--- src/rtl/pixel_pkg.sv ---
// Shared types for the pixel frame sequencer: point-op mode codes, RGB packing,
// buffered pixel record and sequencer state encoding.
package pixel_pkg;

  localparam logic [1:0] MODE_BYPASS = 2'd0;
  localparam logic [1:0] MODE_NEGATE = 2'd1;
  localparam logic [1:0] MODE_GRAY   = 2'd2;

  typedef struct packed {
    logic [7:0] r;
    logic [7:0] g;
    logic [7:0] b;
  } rgb_t;

  typedef struct packed {
    rgb_t data;
    logic sof;
    logic eol;
    logic eof;
  } pix_t;

  typedef enum logic [1:0] {StIdle, StRun, StDrain, StDone} state_e;

  function automatic rgb_t rgb_negate(rgb_t p);
    rgb_t n;
    n.r = 8'd255 - p.r;
    n.g = 8'd255 - p.g;
    n.b = 8'd255 - p.b;
    return n;
  endfunction

endpackage

--- src/rtl/pixel_point_op.sv ---
// Combinational per-pixel point operation: bypass, negation or grayscale.
module pixel_point_op
  import pixel_pkg::*;
(
  input  rgb_t       pix_in,
  input  logic [1:0] mode,
  output rgb_t       pix_out
);

  logic [9:0] luma_sum;
  logic [7:0] luma;

  always_comb begin
    luma_sum = {2'b00, pix_in.r} + {1'b0, pix_in.g, 1'b0} + {2'b00, pix_in.b};
    luma     = luma_sum[9:2];
    case (mode)
      MODE_NEGATE: pix_out = rgb_negate(pix_in);
      MODE_GRAY:   pix_out = '{r: luma, g: luma, b: luma};
      default:     pix_out = pix_in;
    endcase
  end

endmodule

--- src/rtl/pixel_frame_ctrl.sv ---
// Frame sequencer: walks the frame buffer row-major, applies the point op and
// streams pixels out through a 2-entry buffer with sof/eol/eof markers.
module pixel_frame_ctrl
  import pixel_pkg::*;
#(
  parameter int unsigned ADDR_W = 16,
  parameter int unsigned DIM_W  = 8
) (
  input  logic              clk,
  input  logic              rst_n,
  input  logic              start,
  input  logic [DIM_W-1:0]  img_w,
  input  logic [DIM_W-1:0]  img_h,
  input  logic [1:0]        mode,
  output logic              rd_en,
  output logic [ADDR_W-1:0] rd_addr,
  input  logic [23:0]       rd_data,
  output logic              out_valid,
  input  logic              out_ready,
  output logic [23:0]       out_data,
  output logic              out_sof,
  output logic              out_eol,
  output logic              out_eof,
  output logic              busy,
  output logic              done
);

  state_e             state_q, state_d;
  logic [DIM_W-1:0]   w_q, h_q, x_q, y_q;
  logic [1:0]         mode_q;
  logic [ADDR_W-1:0]  addr_q, total_q;
  logic               zero_q, inflight_q, done_q;
  logic [2:0]         tag_q;  // {sof, eol, eof} of the read in flight
  pix_t               buf_q [2];
  logic               rd_ptr_q, wr_ptr_q;
  logic [1:0]         count_q, count_d;

  logic [2*DIM_W-1:0] frame_px;
  logic               room, issue, last_rd, eol_now, valid, pop, push;
  rgb_t               rd_pix, op_out;
  pix_t               in_pix, head;

  assign rd_pix = rd_data;

  pixel_point_op u_point_op (
    .pix_in  (rd_pix),
    .mode    (mode_q),
    .pix_out (op_out)
  );

  always_comb begin
    frame_px = img_w * img_h;
    // Buffered entries plus the read in flight must leave a free slot.
    room     = ({1'b0, count_q} + {2'b00, inflight_q}) < 3'd2;
    issue    = (state_q == StRun) && room;
    last_rd  = issue && (addr_q == total_q - 1'b1);
    eol_now  = (x_q == w_q - 1'b1);
    in_pix   = '{data: op_out, sof: tag_q[2], eol: tag_q[1], eof: tag_q[0]};
    // Empty buffer: the returning read is presented directly.
    head     = (count_q != 2'd0) ? buf_q[rd_ptr_q] : in_pix;
    valid    = (count_q != 2'd0) || inflight_q;
    pop      = valid && out_ready;
    push     = inflight_q && !((count_q == 2'd0) && pop);
    count_d  = count_q + {1'b0, inflight_q} - {1'b0, pop};
  end

  always_comb begin
    state_d = state_q;
    case (state_q)
      StIdle:  if (start) state_d = ((img_w == '0) || (img_h == '0)) ? StDone : StRun;
      StRun:   if (last_rd) state_d = StDrain;
      StDrain: if (count_d == 2'd0) state_d = StDone;
      StDone:  state_d = StIdle;
      default: state_d = StIdle;
    endcase
  end

  always_ff @(posedge clk or negedge rst_n) begin
    if (!rst_n) begin
      state_q    <= StIdle;
      w_q        <= '0;
      h_q        <= '0;
      x_q        <= '0;
      y_q        <= '0;
      mode_q     <= MODE_BYPASS;
      addr_q     <= '0;
      total_q    <= '0;
      zero_q     <= 1'b0;
      inflight_q <= 1'b0;
      tag_q      <= '0;
      done_q     <= 1'b0;
    end else begin
      state_q    <= state_d;
      inflight_q <= issue;
      done_q     <= (pop && head.eof) || ((state_q == StDone) && zero_q);
      if ((state_q == StIdle) && start) begin
        w_q     <= img_w;
        h_q     <= img_h;
        mode_q  <= mode;
        total_q <= ADDR_W'(frame_px);
        zero_q  <= (img_w == '0) || (img_h == '0);
        addr_q  <= '0;
        x_q     <= '0;
        y_q     <= '0;
      end else if (issue) begin
        addr_q <= addr_q + 1'b1;
        tag_q  <= {(x_q == '0) && (y_q == '0), eol_now, eol_now && (y_q == h_q - 1'b1)};
        if (eol_now) begin
          x_q <= '0;
          y_q <= y_q + 1'b1;
        end else begin
          x_q <= x_q + 1'b1;
        end
      end
    end
  end

  always_ff @(posedge clk or negedge rst_n) begin
    if (!rst_n) begin
      buf_q[0] <= '0;
      buf_q[1] <= '0;
      rd_ptr_q <= 1'b0;
      wr_ptr_q <= 1'b0;
      count_q  <= '0;
    end else begin
      count_q <= count_d;
      if (push) begin
        buf_q[wr_ptr_q] <= in_pix;
        wr_ptr_q        <= ~wr_ptr_q;
      end
      if (pop && (count_q != 2'd0)) rd_ptr_q <= ~rd_ptr_q;
    end
  end

  assign rd_en     = issue;
  assign rd_addr   = addr_q;
  assign out_valid = valid;
  assign out_data  = valid ? head.data : '0;
  assign out_sof   = valid && head.sof;
  assign out_eol   = valid && head.eol;
  assign out_eof   = valid && head.eof;
  assign busy      = (state_q != StIdle);
  assign done      = done_q;

endmodule

--- config.mk ---
export PLATFORM = sky130hd
export DESIGN_NAME = pixel_frame_ctrl
export DESIGN_NICKNAME = d
export VERILOG_FILES = /design/src/rtl/pixel_pkg.sv /design/src/rtl/pixel_point_op.sv /design/src/rtl/pixel_frame_ctrl.sv
export SDC_FILE = /design/constraint.sdc
export NUM_CORES = 1
export LEC_CHECK = 0
export ABC_AREA = 1
export CORE_ASPECT_RATIO = 2
export CORE_MARGIN = 3
export CORE_UTILIZATION = 45
export DETAILED_ROUTE_END_ITERATION = 10
export PLACE_DENSITY = 0.67
export SLEW_MARGIN = 20
export SYNTH_ARGS = -nofsm -noshare
export SYNTH_HDL_FRONTEND = slang
export SYNTH_SLANG_ARGS = --single-unit
--- constraint.sdc ---
create_clock -name clk -period 2.8 [get_ports clk]
set_input_delay 0.56 -clock clk [delete_from_list [all_inputs] [get_ports clk]]
set_output_delay 0.56 -clock clk [all_outputs]
set_load 0.01 [all_outputs]
==> flow_metrics.py, run 1 <==
metrics = {
    "grt": {
        "grt_pass1_vias": 10467,
        "track_usage": 0.250,
        "gr-total-overflow": 0,
        "grt_pass1_wl_um": 49400,
        "antenna_found_initial": 0,
        "grt_max_degree": 60,
    },
    "cts": {
        "cts_root_buf": "clkbuf_16",
        "ctsLongestPathBuffers": 2,
        "path_clk_slew_ns": 0.06,
        "clock-sinks": 132,
        "cts_buffers": 17,
        "cts_tree": "done",
        "htree_levels": 4,
        "postCtsHoldBufs": 0,
        "clk_latency_ns": 0.43,
    },
    "run_status": {
        "violations": "setup timing",
        "status": "finished, violations left",
    },
    "pwr": {
        "vdd.ir_drop.worst_v": 0.000913,
        "power_leakage_nw": 7.31,
        "total_power_mw": 15.5,
        "powerDensity_nw_per_um2": 1080,
    },
    "routing": {
        "drc": 0,
        "drt.antenna.violating_nets": 0,
        "viasPerCell": 5.23,
        "drt-total-wl_um": 30500,
        "drtIter0Drc": 563,
        "vias": 10046,
        "wire_per_inst_um": 15.9,
        "drtPass1Iterations": 4,
    },
    "setup_path": {
        "arrival_ns": 4.04,
        "r2r_slack_ns": 0.30,
        "critPathRequiredTime_ns": 3.10,
        "r2r_cells": 17,
        "cp_max_fo": 4,
        "crit_type": "in -> reg",
        "endpoint_kind": "flop",
        "r2r-start": "count_q[1]",
        "worstSetupEndpoint": "total_q[13]",
        "critPathLaunch": "img_w[2]",
        "start_kind": "primary input",
        "rr_endpoint": "state_q[1]",
    },
    "placement": {
        "dp.cells": 1838,
        "place.gp.congestion": 0.905,
        "io_buffers": 92,
        "dp_hpwl_um": 22900,
        "post-place-ws_ns": -1.91,
    },
    "timing": {
        "fmax_mhz": 268,
        "drv_slew": 0,
        "setup_ws_ns": -0.937,
        "slew_headroom": 0.612,
        "min_period_over_period": 1.33,
        "skew_ns": 0.0135,
        "worst_pin_slew_ns": 0.581,
        "whs_ns": 0.0867,
        "setup-tns-final_ns": -18.53,
        "setup_viol": 35,
        "rsz0062_at_grt": "yes",
        "finalHoldViolCount": 0,
        "final.min_clock_period_ns": 3.74,
    },
    "min_path": {
        "worstHoldPathType": "in -> async",
    },
    "floorplan": {
        "core_area_um2": 22400,
        "start_util": 0.461,
        "ios": 93,
        "die_height_um": 220,
        "fp.dieW_um": 113,
        "die_area_um2": 24900,
        "placement_rows": 77,
    },
    "cells_and_area": {
        "synthToLayoutAreaGrowth_pct": 39.4,
        "drive_gt1_frac": 0.302,
        "fin_nets": 1781,
        "fillers": 1908,
        "n_antenna_cell": 0,
        "final-instance-count-excl-fill": 1920,
    },
    "synth": {
        "ys_warn_count": 0,
        "synth_area_um2": 10300,
        "synth.distinct_cells": 45,
        "synth_cells": 1393,
        "syn_avg_cell_area_um2": 7.40,
        "syn_nets": 1543,
        "ys_ff_latch": 132,
        "ys_seq_area_frac": 0.320,
    },
    "job": {
        "drv_cap": 0,
    },
}
synthesized netlist by cell type:
library cell | instances | area (um^2)
nand2_4 | 2 | 22.5
o211ai_1 | 13 | 97.6
nand3b_1 | 9 | 67.6
o21bai_1 | 3 | 22.5
xor2_1 | 30 | 263
o31ai_1 | 2 | 15.0
o41ai_1 | 1 | 8.76
inv_1 | 218 | 818
o21ai_2 | 1 | 8.76
a22o_1 | 1 | 8.76
inv_6 | 1 | 8.76
nand4_1 | 21 | 131
nor3_2 | 3 | 30.0
nor3b_1 | 3 | 22.5
nor4_4 | 1 | 21.3
clkbuf_8 | 3 | 41.3
nor4_1 | 7 | 43.8
nand3_1 | 70 | 350
o22ai_1 | 23 | 144
nand2_2 | 3 | 18.8
clkbuf_2 | 3 | 15.0
dfrtp_1 | 132 | 3300
o21a_1 | 1 | 7.51
clkbuf_1 | 52 | 195
inv_2 | 1 | 3.75
o21ai_1 | 5 | 25.0
and3_1 | 1 | 6.26
clkinv_1 | 2 | 7.51
nor2_1 | 101 | 379
nand2_1 | 334 | 1250
nor2_4 | 1 | 11.3
nand3_2 | 2 | 20.0
a21oi_1 | 38 | 190
fa_1 | 44 | 881
a21boi_0 | 1 | 7.51
buf_2 | 5 | 25.0
or2_1 | 1 | 6.26
xnor2_1 | 22 | 193
nor2_2 | 8 | 50.1
mux2_2 | 1 | 11.3
nor3_1 | 10 | 50.1
a21oi_2 | 1 | 8.76
ha_1 | 60 | 751
or2_2 | 7 | 43.8
o21ai_0 | 145 | 726
critical path, cell delays in order:
cell and delay (ns):
buf_8 0.10, buf_6 0.12, buf_6 0.12, nand2_4 0.05, inv_2 0.03, fa_2 0.34
fa_1 0.50, inv_2 0.04, fa_1 0.46, fa_1 0.51, inv_2 0.05, ha_4 0.23
a21oi_2 0.14, nand2_2 0.11, a21oi_4 0.21, o21ai_4 0.09, a21oi_2 0.14, xor2_1 0.15
o21ai_1 0.07
how the worst min path moves through the flow:
stage	startpoint	to	slack [ns]	cells after the start
floorplan	rst_n	buf_q[0]	0.26	0
global placement	buf_q[16]	buf_q[16]	0.46	2
detailed placement	buf_q[52]	buf_q[52]	0.46	2
CTS	rst_n	buf_q[35]	0.09	1
global route	rst_n	buf_q[8]	0.13	1
finish	rst_n	buf_q[8]	0.09	1
cell families after synthesis:
kind of cell,Yosys count,share of synthesized area
xor+xnor,52,0.0442
buf+inv,285,0.108
compound gates,235,0.123
mux,1,0.00109
fa+ha+maj,104,0.158
simple gates,584,0.245
flops,132,0.320
per-stage QoR:
step | area (um^2) | utilization
finish | 14400 | 0.643
floorplan | 10800 | -
global route | 14400 | 0.643
detailed placement | 12700 | 0.568
CTS | 13800 | 0.618
global placement | 12700 | 0.568
layout by cell type (no fill, tap or decap), types with 8 or more instances in the layout:
cell / count
o211ai_1: 13
o22ai_2: 13
xnor2_1: 20
clkdlybuf4s50_1: 28
nor2_1: 96
o21ai_1: 14
a21oi_1: 24
buf_2: 27
dlygate4sd2_1: 9
nor3_1: 10
dfrtp_1: 131
ha_4: 17
clkbuf_16: 17
o21ai_0: 116
inv_1: 185
nand3_2: 12
nand2_1: 279
o21ai_2: 15
buf_4: 149
buf_6: 54
nand3b_1: 9
nand3_1: 53
nand4_1: 21
a21oi_2: 8
nand2_2: 39
inv_2: 32
xor2_1: 29
ha_1: 40
nor2_2: 13
nand2_4: 21
fa_1: 38
power by group:
| group | leakage, nW | switching (mW) | internal (mW) |
|---|---|---|---|
| Combinational | 5.32 | 5.55 | 4.72 |
| Sequential | 1.70 | 0.493 | 2.58 |
| Clock | 0.284 | 0.919 | 1.24 |
| Total | 7.31 | 6.97 | 8.55 |
final cells by class:
type | count | area [um^2] | share of cell area
clock buffer | 17 | 425 | 0.0296
clock inverter | 15 | 148 | 0.0103
inverter | 222 | 843 | 0.0587
multi-input combinational | 976 | 6910 | 0.481
sequential | 132 | 3300 | 0.230
tap | 276 | 345 | 0.0240
timing repair buffer | 282 | 2400 | 0.167
flip-flops by register name (all words and copies together) (netlist names), 2 cells and up:
signal,count
count_q,2
buf_q,54
y_q,8
x_q,8
w_q,8
state_q,2
tag_q,3
rd_addr,16
h_q,8
total_q,16
mode_q,2
routing by layer:
metal  GRT usage  wire length, um  up-vias
met5           0                0        -
li1            -                -     4905
met3      0.0346              776       95
met2       0.500            17700      217
met4       0.141             1760        0
met1       0.235            10300     4829
repair_timing:
item	4_1_cts	5_1_grt
setup endpoints to repair	47	42
hold endpoints to repair	0	0
setup buffers	35	21
pin swaps	75	76
gates resized for setup	321	140
No activity file was read; power rests on OpenSTA's default activity.
==> run 2: changes to the inputs <==
--- a/config.mk
+++ b/config.mk
@@ -6,6 +6,7 @@
 export NUM_CORES = 1
 export LEC_CHECK = 0
 export ABC_AREA = 1
+export CAP_MARGIN = 20
 export CORE_ASPECT_RATIO = 2
 export CORE_MARGIN = 3
 export CORE_UTILIZATION = 45
==> results of run 2 <==
Same layout as run 1: the final DEF is identical, and so are final timing and power.
